<file path="src/rtl/encoder_pkg.sv">
// Shared constants and helpers for the 8-to-3 priority encoder and its 3-to-8 decoder sibling.
// Latency: none (types, constants and pure functions only).
// Backpressure: not applicable.
package encoder_pkg;

    // Number of request lines and the width of the encoded index.
    localparam int N  = 8;
    localparam int W  = 3;
    // Width of a population count of an N-bit vector (0..8 needs 4 bits).
    localparam int CW = 4;

    typedef logic [N-1:0]  vec_t;
    typedef logic [W-1:0]  code_t;
    typedef logic [CW-1:0] cnt_t;

    // Index of the highest set bit; bit 7 has the highest priority.
    // An all-zero vector yields 0, so callers must qualify it with |v.
    function automatic code_t prio_idx(input vec_t v);
        code_t r;
        r = '0;
        for (int i = 0; i < N; i++) begin
            if (v[i]) begin
                r = code_t'(i);
            end
        end
        return r;
    endfunction

    // Number of set bits in an 8-bit vector, 0..8.
    function automatic cnt_t popcnt8(input vec_t v);
        cnt_t c;
        c = '0;
        for (int i = 0; i < N; i++) begin
            c = c + cnt_t'(v[i]);
        end
        return c;
    endfunction

endpackage

</file>
<file path="src/rtl/encoder_8_3_pending_if.sv">
// Request/handshake bundle between the pending encoder and its consumer.
// Latency: none (wiring only).
// Backpressure: consumer holds ready low to freeze the offered code.
//
// Signals:
//   req      requester -> encoder  level request lines
//   ready    consumer  -> encoder  accept the offered code
//   valid    encoder   -> consumer code is meaningful
//   code     encoder   -> consumer index of the offered request
//   pending  encoder   -> status   sticky pending register
//   pend_cnt encoder   -> status   popcount of pending
interface encoder_8_3_pending_if
    import encoder_pkg::*;
();
    vec_t  req;
    logic  ready;
    logic  valid;
    code_t code;
    vec_t  pending;
    cnt_t  pend_cnt;

    // Encoder side.
    modport master (
        input  req,
        input  ready,
        output valid,
        output code,
        output pending,
        output pend_cnt
    );

    // Requester/consumer side.
    modport slave (
        output req,
        output ready,
        input  valid,
        input  code,
        input  pending,
        input  pend_cnt
    );

endinterface

</file>
<file path="src/rtl/prio_enc_8_3.sv">
// Combinational 8-to-3 priority encoder, bit 7 highest priority.
// Latency: zero cycles (pure combinational).
// Backpressure: none; any qualifies idx (idx is 0 when nothing is set).
//
// Ports:
//   vec  in  8-bit vector to encode
//   idx  out index of the highest set bit
//   any  out at least one bit of vec is set
module prio_enc_8_3
    import encoder_pkg::*;
(
    input  vec_t  vec,
    output code_t idx,
    output logic  any
);

    assign idx = prio_idx(vec);
    assign any = |vec;

endmodule

</file>
<file path="src/rtl/encoder_8_3_pending.sv">
// Sequential 8-to-3 priority encoder: rising edges on req become sticky pending bits,
// latency: a rise sampled at edge k sets pending at edge k and is offered from edge k+1,
// backpressure: valid & ~ready freezes code/valid and nothing leaves pending meanwhile.
//
// Ports:
//   clk  system clock, all state on its rising edge
//   rst  asynchronous active-high reset
//   bus  master modport: req/ready in; valid/code/pending/pend_cnt out
module encoder_8_3_pending
    import encoder_pkg::*;
(
    input  logic                        clk,
    input  logic                        rst,
    encoder_8_3_pending_if.master       bus
);

    vec_t  req_q;
    vec_t  pend_q;
    vec_t  pend_nxt;
    vec_t  rise;
    vec_t  take;
    logic  valid_q;
    code_t code_q;
    cnt_t  cnt_q;

    code_t top_idx;
    logic  top_any;
    logic  slot_free;
    logic  load;

    // One event per 0->1 transition. req_q clears on reset, so a line
    // already high when reset releases is seen as a rise on the first edge.
    assign rise = bus.req & ~req_q;

    prio_enc_8_3 u_prio (
        .vec (pend_q),
        .idx (top_idx),
        .any (top_any)
    );

    // The slot can take a new code when it is empty or being accepted now.
    assign slot_free = ~valid_q | bus.ready;
    assign load      = slot_free & top_any;

    always_comb begin
        take = '0;
        if (load) begin
            take[top_idx] = 1'b1;
        end
    end

    // A fresh rise on the bit being taken keeps it pending, so the same
    // index is offered again later rather than being lost.
    assign pend_nxt = rise | (pend_q & ~take);

    always_ff @(posedge clk or posedge rst) begin
        if (rst) begin
            req_q   <= '0;
            pend_q  <= '0;
            valid_q <= 1'b0;
            code_q  <= '0;
            cnt_q   <= '0;
        end else begin
            req_q  <= bus.req;
            pend_q <= pend_nxt;
            // Counting the next-state vector keeps pend_cnt in step with pending.
            cnt_q  <= popcnt8(pend_nxt);
            if (slot_free) begin
                valid_q <= top_any;
                // code keeps its last value when the slot empties.
                if (top_any) begin
                    code_q <= top_idx;
                end
            end
        end
    end

    assign bus.valid    = valid_q;
    assign bus.code     = code_q;
    assign bus.pending  = pend_q;
    assign bus.pend_cnt = cnt_q;

endmodule

</file>
<file path="src/flat_wrapper.sv">
// flat-port wrapper written by rule: the top's interface ports become plain ports
module encoder_8_3_pending_flat import encoder_pkg::*;
  (clk, rst, bus_req, bus_ready, bus_valid, bus_code, bus_pending, bus_pend_cnt);
  encoder_8_3_pending_if bus_i ();
  input  logic clk;
  input  logic rst;
  input wire logic [$bits(bus_i.req)-1:0] bus_req;
  input wire logic [$bits(bus_i.ready)-1:0] bus_ready;
  output wire logic [$bits(bus_i.valid)-1:0] bus_valid;
  output wire logic [$bits(bus_i.code)-1:0] bus_code;
  output wire logic [$bits(bus_i.pending)-1:0] bus_pending;
  output wire logic [$bits(bus_i.pend_cnt)-1:0] bus_pend_cnt;
  assign bus_i.req = bus_req;
  assign bus_i.ready = bus_ready;
  assign bus_valid = bus_i.valid;
  assign bus_code = bus_i.code;
  assign bus_pending = bus_i.pending;
  assign bus_pend_cnt = bus_i.pend_cnt;
  encoder_8_3_pending u_core (.clk(clk), .rst(rst), .bus(bus_i));
endmodule
</file>
<file path="config.mk">
export PLATFORM = sky130hd
export DESIGN_NAME = encoder_8_3_pending_flat
export DESIGN_NICKNAME = d
export VERILOG_FILES = /design/src/rtl/encoder_pkg.sv /design/src/rtl/encoder_8_3_pending_if.sv /design/src/rtl/prio_enc_8_3.sv /design/src/rtl/encoder_8_3_pending.sv /design/src/flat_wrapper.sv
export SDC_FILE = /design/constraint.sdc
export NUM_CORES = 1
export LEC_CHECK = 0
export ABC_AREA = 1
export BUFFER_PORTS_ARGS = -buffer_cell sky130_fd_sc_hd__buf_2
export CAP_MARGIN = 20
export CORE_MARGIN = 4
export CORE_UTILIZATION = 58
export CTS_BUF_LIST = sky130_fd_sc_hd__clkbuf_2 sky130_fd_sc_hd__clkbuf_4 sky130_fd_sc_hd__clkbuf_8
export DETAILED_ROUTE_END_ITERATION = 10
export HOLD_SLACK_MARGIN = 0.08
export PLACE_DENSITY = 0.86
export SYNTH_ARGS = -nofsm -noshare
export SYNTH_HDL_FRONTEND = slang
export SYNTH_SLANG_ARGS = --single-unit
</file>
<file path="constraint.sdc">
create_clock -name clk -period 8.7 [get_ports clk]
set_input_delay 0.435 -clock clk [delete_from_list [all_inputs] [get_ports clk]]
set_output_delay 0.435 -clock clk [all_outputs]
set_load 0.05 [all_outputs]
</file>
After elaboration in Yosys (flattened, before gate mapping). Cells that the tools add are included.

$add $sub $neg: 7. Multipliers: 0. Div/mod/pow operators: 0. Magnitude comparators: 2. Eq/ne operators: 0. Shift operators: 0. Mux-type cells: 10. Bitwise gates (word level): 8. Reductions and logical operators: 3.

Operators with widths (number): 4-bit by 1-bit adder with 4-bit output (6); 3-bit two-way mux (6); 8-bit AND (2); 8-bit NOT (2); 8-bit two-way mux (1); 8-bit bitwise OR (1); 8-bit OR reduction (1); 3-bit by 4-bit less-than comparator with 1-bit output, second input constant (1); 1-bit demux with 3-bit select (1); 3-bit by 1-bit >= comparator with 1-bit output, second input constant (1); 1-bit by 1-bit adder with 2-bit output (1); 1-bit two-way mux (2); 2-bit AND reduction (1); 1-bit AND (1); 1-bit logical AND (1); 1-bit NOT (1); 1-bit bitwise OR (1).

Bits in registers: 24. Latch bits: 0. Bits in writable memories: 0. Bits in read-only memories: 0. Word-level logic and storage cells: 35. Memories kept: 0.

Longest topological paths before layout.
Word-level depth: 22. Gate-level depth with buffers: 18. Mapped depth without buffers: 18.

By module. Synthesis repeated with hierarchy kept, for this count alone.

Cell total of the unflattened synthesis: 142. Area total of the unflattened synthesis: 1229.9 µm².

By module, submodules not included: encoder_8_3_pending (instances 1, cells each 122, area each 1152.4 µm²); prio_enc_8_3 (instances 1, cells each 20, area each 77.6 µm²).

Worst setup path before layout. No wires, ideal clock.

Path type: register -> register. From: register u_core.pend_q[6] (netlist: u_core.bus.pending[6]). To: register u_core.cnt_q[2] (netlist: u_core.bus.pend_cnt[2]). Library setup time: 0.125 ns. Data arrival time: 3.621 ns. Required time: 8.575 ns. Setup slack: 4.953 ns. Stages on the path, launching flop included: 16. Buffers on the path: 0. Cell sequence: dfrtp_1 -> nor2_1 -> nand2_2 -> nor2_4 -> nor2_8 -> nand3_1 -> nand2_1 -> o21ai_2 -> ha_1 -> fa_1 -> inv_1 -> fa_1 -> inv_1 -> fa_1 -> fa_1 -> xor2_1.

Longest elaborated chain between the ends: 17. Elaborated cells on any way between the ends: 20.

RTL lines: start, declared (line encoder_8_3_pending.sv:18) `vec_t pend_q;`; start signal, assigned (line encoder_8_3_pending.sv:65) `pend_q <= pend_nxt;`; 3-bit two-way mux (2 in a row) (line encoder_pkg.sv:22) `if (v[i]) begin`; 3-bit by 4-bit less-than comparator with 1-bit output (implied by the code) / 3-bit by 1-bit >= comparator with 1-bit output (equally long branches) (line encoder_8_3_pending.sv:48) `take[top_idx] = 1'b1;`; 1-bit logical AND (implied by the code) (line encoder_8_3_pending.sv:48); 1-bit two-way mux (implied by the code) (line encoder_8_3_pending.sv:48); 1-bit demux with 3-bit select; 8-bit two-way mux (*) (line encoder_8_3_pending.sv:47) `if (load) begin`; 8-bit NOT (*) (line encoder_8_3_pending.sv:54) `assign pend_nxt = rise | (pend_q & ~take);`; 8-bit AND (*) (line encoder_8_3_pending.sv:54); 8-bit bitwise OR (*) (line encoder_8_3_pending.sv:54); named net u_core.pend_nxt[0] (line encoder_8_3_pending.sv:19) `vec_t pend_nxt;`; 1-bit by 1-bit adder with 2-bit output (*) (line encoder_pkg.sv:34) `c = c + cnt_t'(v[i]);`; 4-bit by 1-bit adder with 4-bit output (*) (6 in a row) (line encoder_pkg.sv:34); end signal, assigned (line encoder_8_3_pending.sv:67) `cnt_q <= popcnt8(pend_nxt);`; end, declared (line encoder_8_3_pending.sv:24) `cnt_t cnt_q;`.

The timed path passes the listed nets; every way through them passes the cells marked *. A chain may end at the register's enable or synchronous reset.

Worst setup path after layout.
From: register u_core.pend_q[2] (netlist: u_core.bus.pending[2]). To: register u_core.cnt_q[2] (netlist: u_core.bus.pend_cnt[2]).

Longest elaborated chain between the ends: 21. Elaborated cells on any way between the ends: 24.

RTL lines (line): 3-bit two-way mux (6 in a row) (encoder_pkg.sv:22); 3-bit by 4-bit less-than comparator with 1-bit output (implied by the code) / 3-bit by 1-bit >= comparator with 1-bit output (equally long branches) (encoder_8_3_pending.sv:48); 1-bit logical AND (implied by the code) (encoder_8_3_pending.sv:48); 1-bit two-way mux (implied by the code) (encoder_8_3_pending.sv:48); 1-bit demux with 3-bit select; 8-bit two-way mux (*) (encoder_8_3_pending.sv:47); 8-bit NOT (*) (encoder_8_3_pending.sv:54); 8-bit AND (*) (encoder_8_3_pending.sv:54); 8-bit bitwise OR (*) (encoder_8_3_pending.sv:54); named net u_core.pend_nxt[1] (encoder_8_3_pending.sv:19); 1-bit by 1-bit adder with 2-bit output (*) (encoder_pkg.sv:34); 4-bit by 1-bit adder with 4-bit output (*) (6 in a row) (encoder_pkg.sv:34).

Marked as above.

==> results_dict.tcl <==
set metrics [dict create \
    drt-initial-drc-count 5 \
    synth_area_leaders "dfrtp_1 (54%), nand2_1 (8.5%), inv_1 (8.1%), fa_1 (7.2%), nor2_8 (3.6%)" \
    nNetsFinal 160 \
    fp.dieArea_mm2 0.00267 \
    drt_first_pass_iters 4 \
    cp-end-kind "flop" \
    seq_area_um2 601 \
    ff2ff_setup_slack_ns 5.07 \
    routabilityCongestion 0.976 \
    synth_top_area_cell "dfrtp_1" \
    syn_area_mm2 0.00111 \
    cp.arrival_ns 3.84 \
    synth-seq-area-share_pct 54.2 \
    powerDensity_mw_per_mm2 226 \
    gr-usage-all-layers_pct 17.4 \
    period_needed_ns 3.63 \
    max_freq_ghz 0.275 \
    post_cts_buffers 0 \
    maxSlewHeadroom_pct 43.4 \
    die_w_um 51.7 \
    skew_ns 0.00324 \
    die_h_um 51.7 \
    setup_viol 0 \
    timing_hold_violations_final 0 \
    antenna_found_initial 0 \
    core_area_mm2 0.00176 \
    worstHoldPathCells 1 \
    maxCapViolCount 0 \
    r2r-start "u_core.bus.pending[2]$_DFF_PP0_" \
    clkLatencyLatePin_ns 0.31 \
    synth_top_area_share_pct 54.2 \
    r2r_cells 18 \
    synth_warnings 0 \
    grt_pass1_wl_mm 3.45 \
    rsz0062_at_grt "false" \
    worst_pin_slew_ns 0.847 \
    num_io_pins 27 \
    ant_nets 0 \
    drc 0 \
    htree_levels 1 \
    syn-num-nets 129 \
    holdBufCountCts 0 \
    portBuffers 26 \
    clkTransAtPathRegs_ns 0.12 \
    grt_pass1_vias 847 \
    clockRootBuffer "clkbuf_4" \
    routed_via_density 4.82 \
    multi_input_area_um2 408 \
    cts_sinks 24 \
    hp-class "input pin to flop" \
    ys_ff_latch 24 \
    crit_required_ns 8.91 \
    setup_tns_ns 0 \
    num-fill-cells 132 \
    cts_tree "built" \
    ys_types 20 \
    grt_max_degree 25 \
    power_leakage_nw 0.688 \
    vias 800 \
    area_growth_pct 17.8 \
    wl_mm 1.98 \
    wl_per_cell_um 11.9 \
    clockBufferDepth 2 \
    min_from "bus_req[3]" \
    numCtsBuffers 3 \
    initial_utilization_pct 62.8 \
    layout-drive-gt1-share_pct 29.1 \
    place_hpwl_mm 1.64 \
    ir_drop_mv 0.202 \
    diodes 0 \
    critPathMaxFanout 4 \
    cts_resized 0 \
    period_share_pct 41.8 \
    startpoint_type "flop" \
    worstSetupPathType "flop to flop" \
    finalPower_mw 0.295 \
    hold_end "u_core.req_q[3]$_DFF_PP0_" \
    overflow 0 \
    syn_inst 111 \
    avgSynthCellArea_um2 9.99 \
    reg2reg_to "u_core.bus.pend_cnt[2]$_DFF_PP0_" \
    maxSlewViolCount 0 \
    rows 15 \
    status "complete, no violations" \
]
==> report_power, final <==
group / leakage (nW) / total [mW] / internal [mW] / switching [mW]
sequential: 0.261 / 0.134 / 0.127 / 0.00685
clock: 0.0210 / 0.0568 / 0.0255 / 0.0312
combinational: 0.407 / 0.105 / 0.0254 / 0.0795
total: 0.688 / 0.295 / 0.178 / 0.118
==> cell type report <==
class | instances | area share (%)
tap | 25 | 2.39
multi-input combinational | 61 | 31.2
timing repair buffer | 26 | 9.96
sequential | 24 | 46.0
inverter | 26 | 7.66
clock buffer | 4 | 2.78
==> Yosys cell counts <==
| cell | number |
|---|---|
| nor2_2 | 1 |
| nor2_8 | 2 |
| dfrtp_1 | 24 |
| inv_4 | 1 |
| inv_1 | 24 |
| xor2_1 | 1 |
| o21ai_2 | 1 |
| nand2_2 | 3 |
| a31oi_1 | 1 |
| inv_2 | 1 |
| ha_1 | 3 |
| nor3_1 | 1 |
| nand2_1 | 25 |
| o21ai_1 | 6 |
| nor2_1 | 5 |
| nand3_1 | 5 |
| nor2_4 | 1 |
| a21oi_1 | 1 |
| fa_1 | 4 |
| o22ai_2 | 1 |
==> cells in the final DEF, fill, tap and decap left out, drive strengths merged <==
cell type	Yosys	routed
nand3	5	5
fa	4	4
a21oi	1	1
o22ai	1	1
buf	0	26
a31oi	1	1
nor3	1	1
dfrtp	24	24
clkbuf	0	4
xor2	1	1
inv	26	26
nor2	9	9
o21ai	7	7
ha	3	3
nand2	28	28
==> cell families (layout without fill, tap and decap cells) <==
| family | Yosys count | after routing | synth area share (%) |
|---|---|---|---|
| xor+xnor | 1 | 1 | 0.790 |
| simple gates | 43 | 43 | 19.8 |
| fa+ha+maj | 7 | 7 | 10.6 |
| buf+inv | 26 | 56 | 9.03 |
| flops | 24 | 24 | 54.2 |
| compound gates | 10 | 10 | 5.64 |
==> through the flow <==
stage	utilization, %	cells	setup slack (ns)	cell area, µm²	hold WS [ns]
after detailed placement	72.0	162	5.06	1270	0.431
after floorplan	-	111	4.95	1110	0.417
after global placement	72.0	162	5.16	1270	0.426
after global routing	74.0	166	4.85	1310	0.204
final	74.0	166	5.07	1310	0.234
after CTS	74.0	166	5.05	1310	0.225
==> layer usage <==
| metal | wire length [µm] | vias to the layer above | part of all wire (%) | GRT usage, % |
|---|---|---|---|---|
| met1 | 783 | 376 | 40 | 18.4 |
| met5 | 0 | - | 0 | 0 |
| met3 | 97 | 4 | 4.9 | 2.01 |
| met2 | 1070 | 26 | 54 | 32.8 |
| met4 | 25 | 0 | 1.3 | 9.61 |
| li1 | - | 394 | - | - |
==> registers in the layout, indices dropped and copies added (netlist names) <==
signal / cells
u_core.bus.pending: 8
u_core.bus.pend_cnt: 4
u_core.bus.valid: 1
u_core.req_q: 8
u_core.bus.code: 3
==> worst max-delay path by stage <==
| stage | start | end | slack [ns] | cells past startpoint |
|---|---|---|---|---|
| 2_1_floorplan | u_core.bus.pending[6]$_DFF_PP0_ | u_core.bus.pend_cnt[2]$_DFF_PP0_ | 4.95 | 15 |
| 3_3_place_gp | u_core.bus.pending[5]$_DFF_PP0_ | u_core.bus.pend_cnt[2]$_DFF_PP0_ | 5.16 | 15 |
| 3_5_place_dp | u_core.bus.pending[5]$_DFF_PP0_ | u_core.bus.pend_cnt[2]$_DFF_PP0_ | 5.06 | 15 |
| 4_1_cts | u_core.bus.pending[5]$_DFF_PP0_ | u_core.bus.pend_cnt[2]$_DFF_PP0_ | 5.05 | 15 |
| 5_1_grt | u_core.bus.pending[2]$_DFF_PP0_ | u_core.bus.pend_cnt[2]$_DFF_PP0_ | 4.85 | 18 |
| 6_report | u_core.bus.pending[2]$_DFF_PP0_ | u_core.bus.pend_cnt[2]$_DFF_PP0_ | 5.07 | 18 |
==> critical path, stage by stage, from the launching register on <==
cell and delay, ns:
dfrtp_1 0.43, inv_1 0.08, nand2_1 0.05, nand2_1 0.06, nand2_1 0.05, nand2_1 0.06, nand2_1 0.10, nand2_1 0.12
nand3_1 0.09, nand2_1 0.07, nand2_1 0.07, ha_1 0.30, fa_1 0.52, inv_1 0.05, fa_1 0.50, inv_1 0.05
fa_1 0.40, fa_1 0.39, xor2_1 0.17
Power figures use the tool's default switching activity.
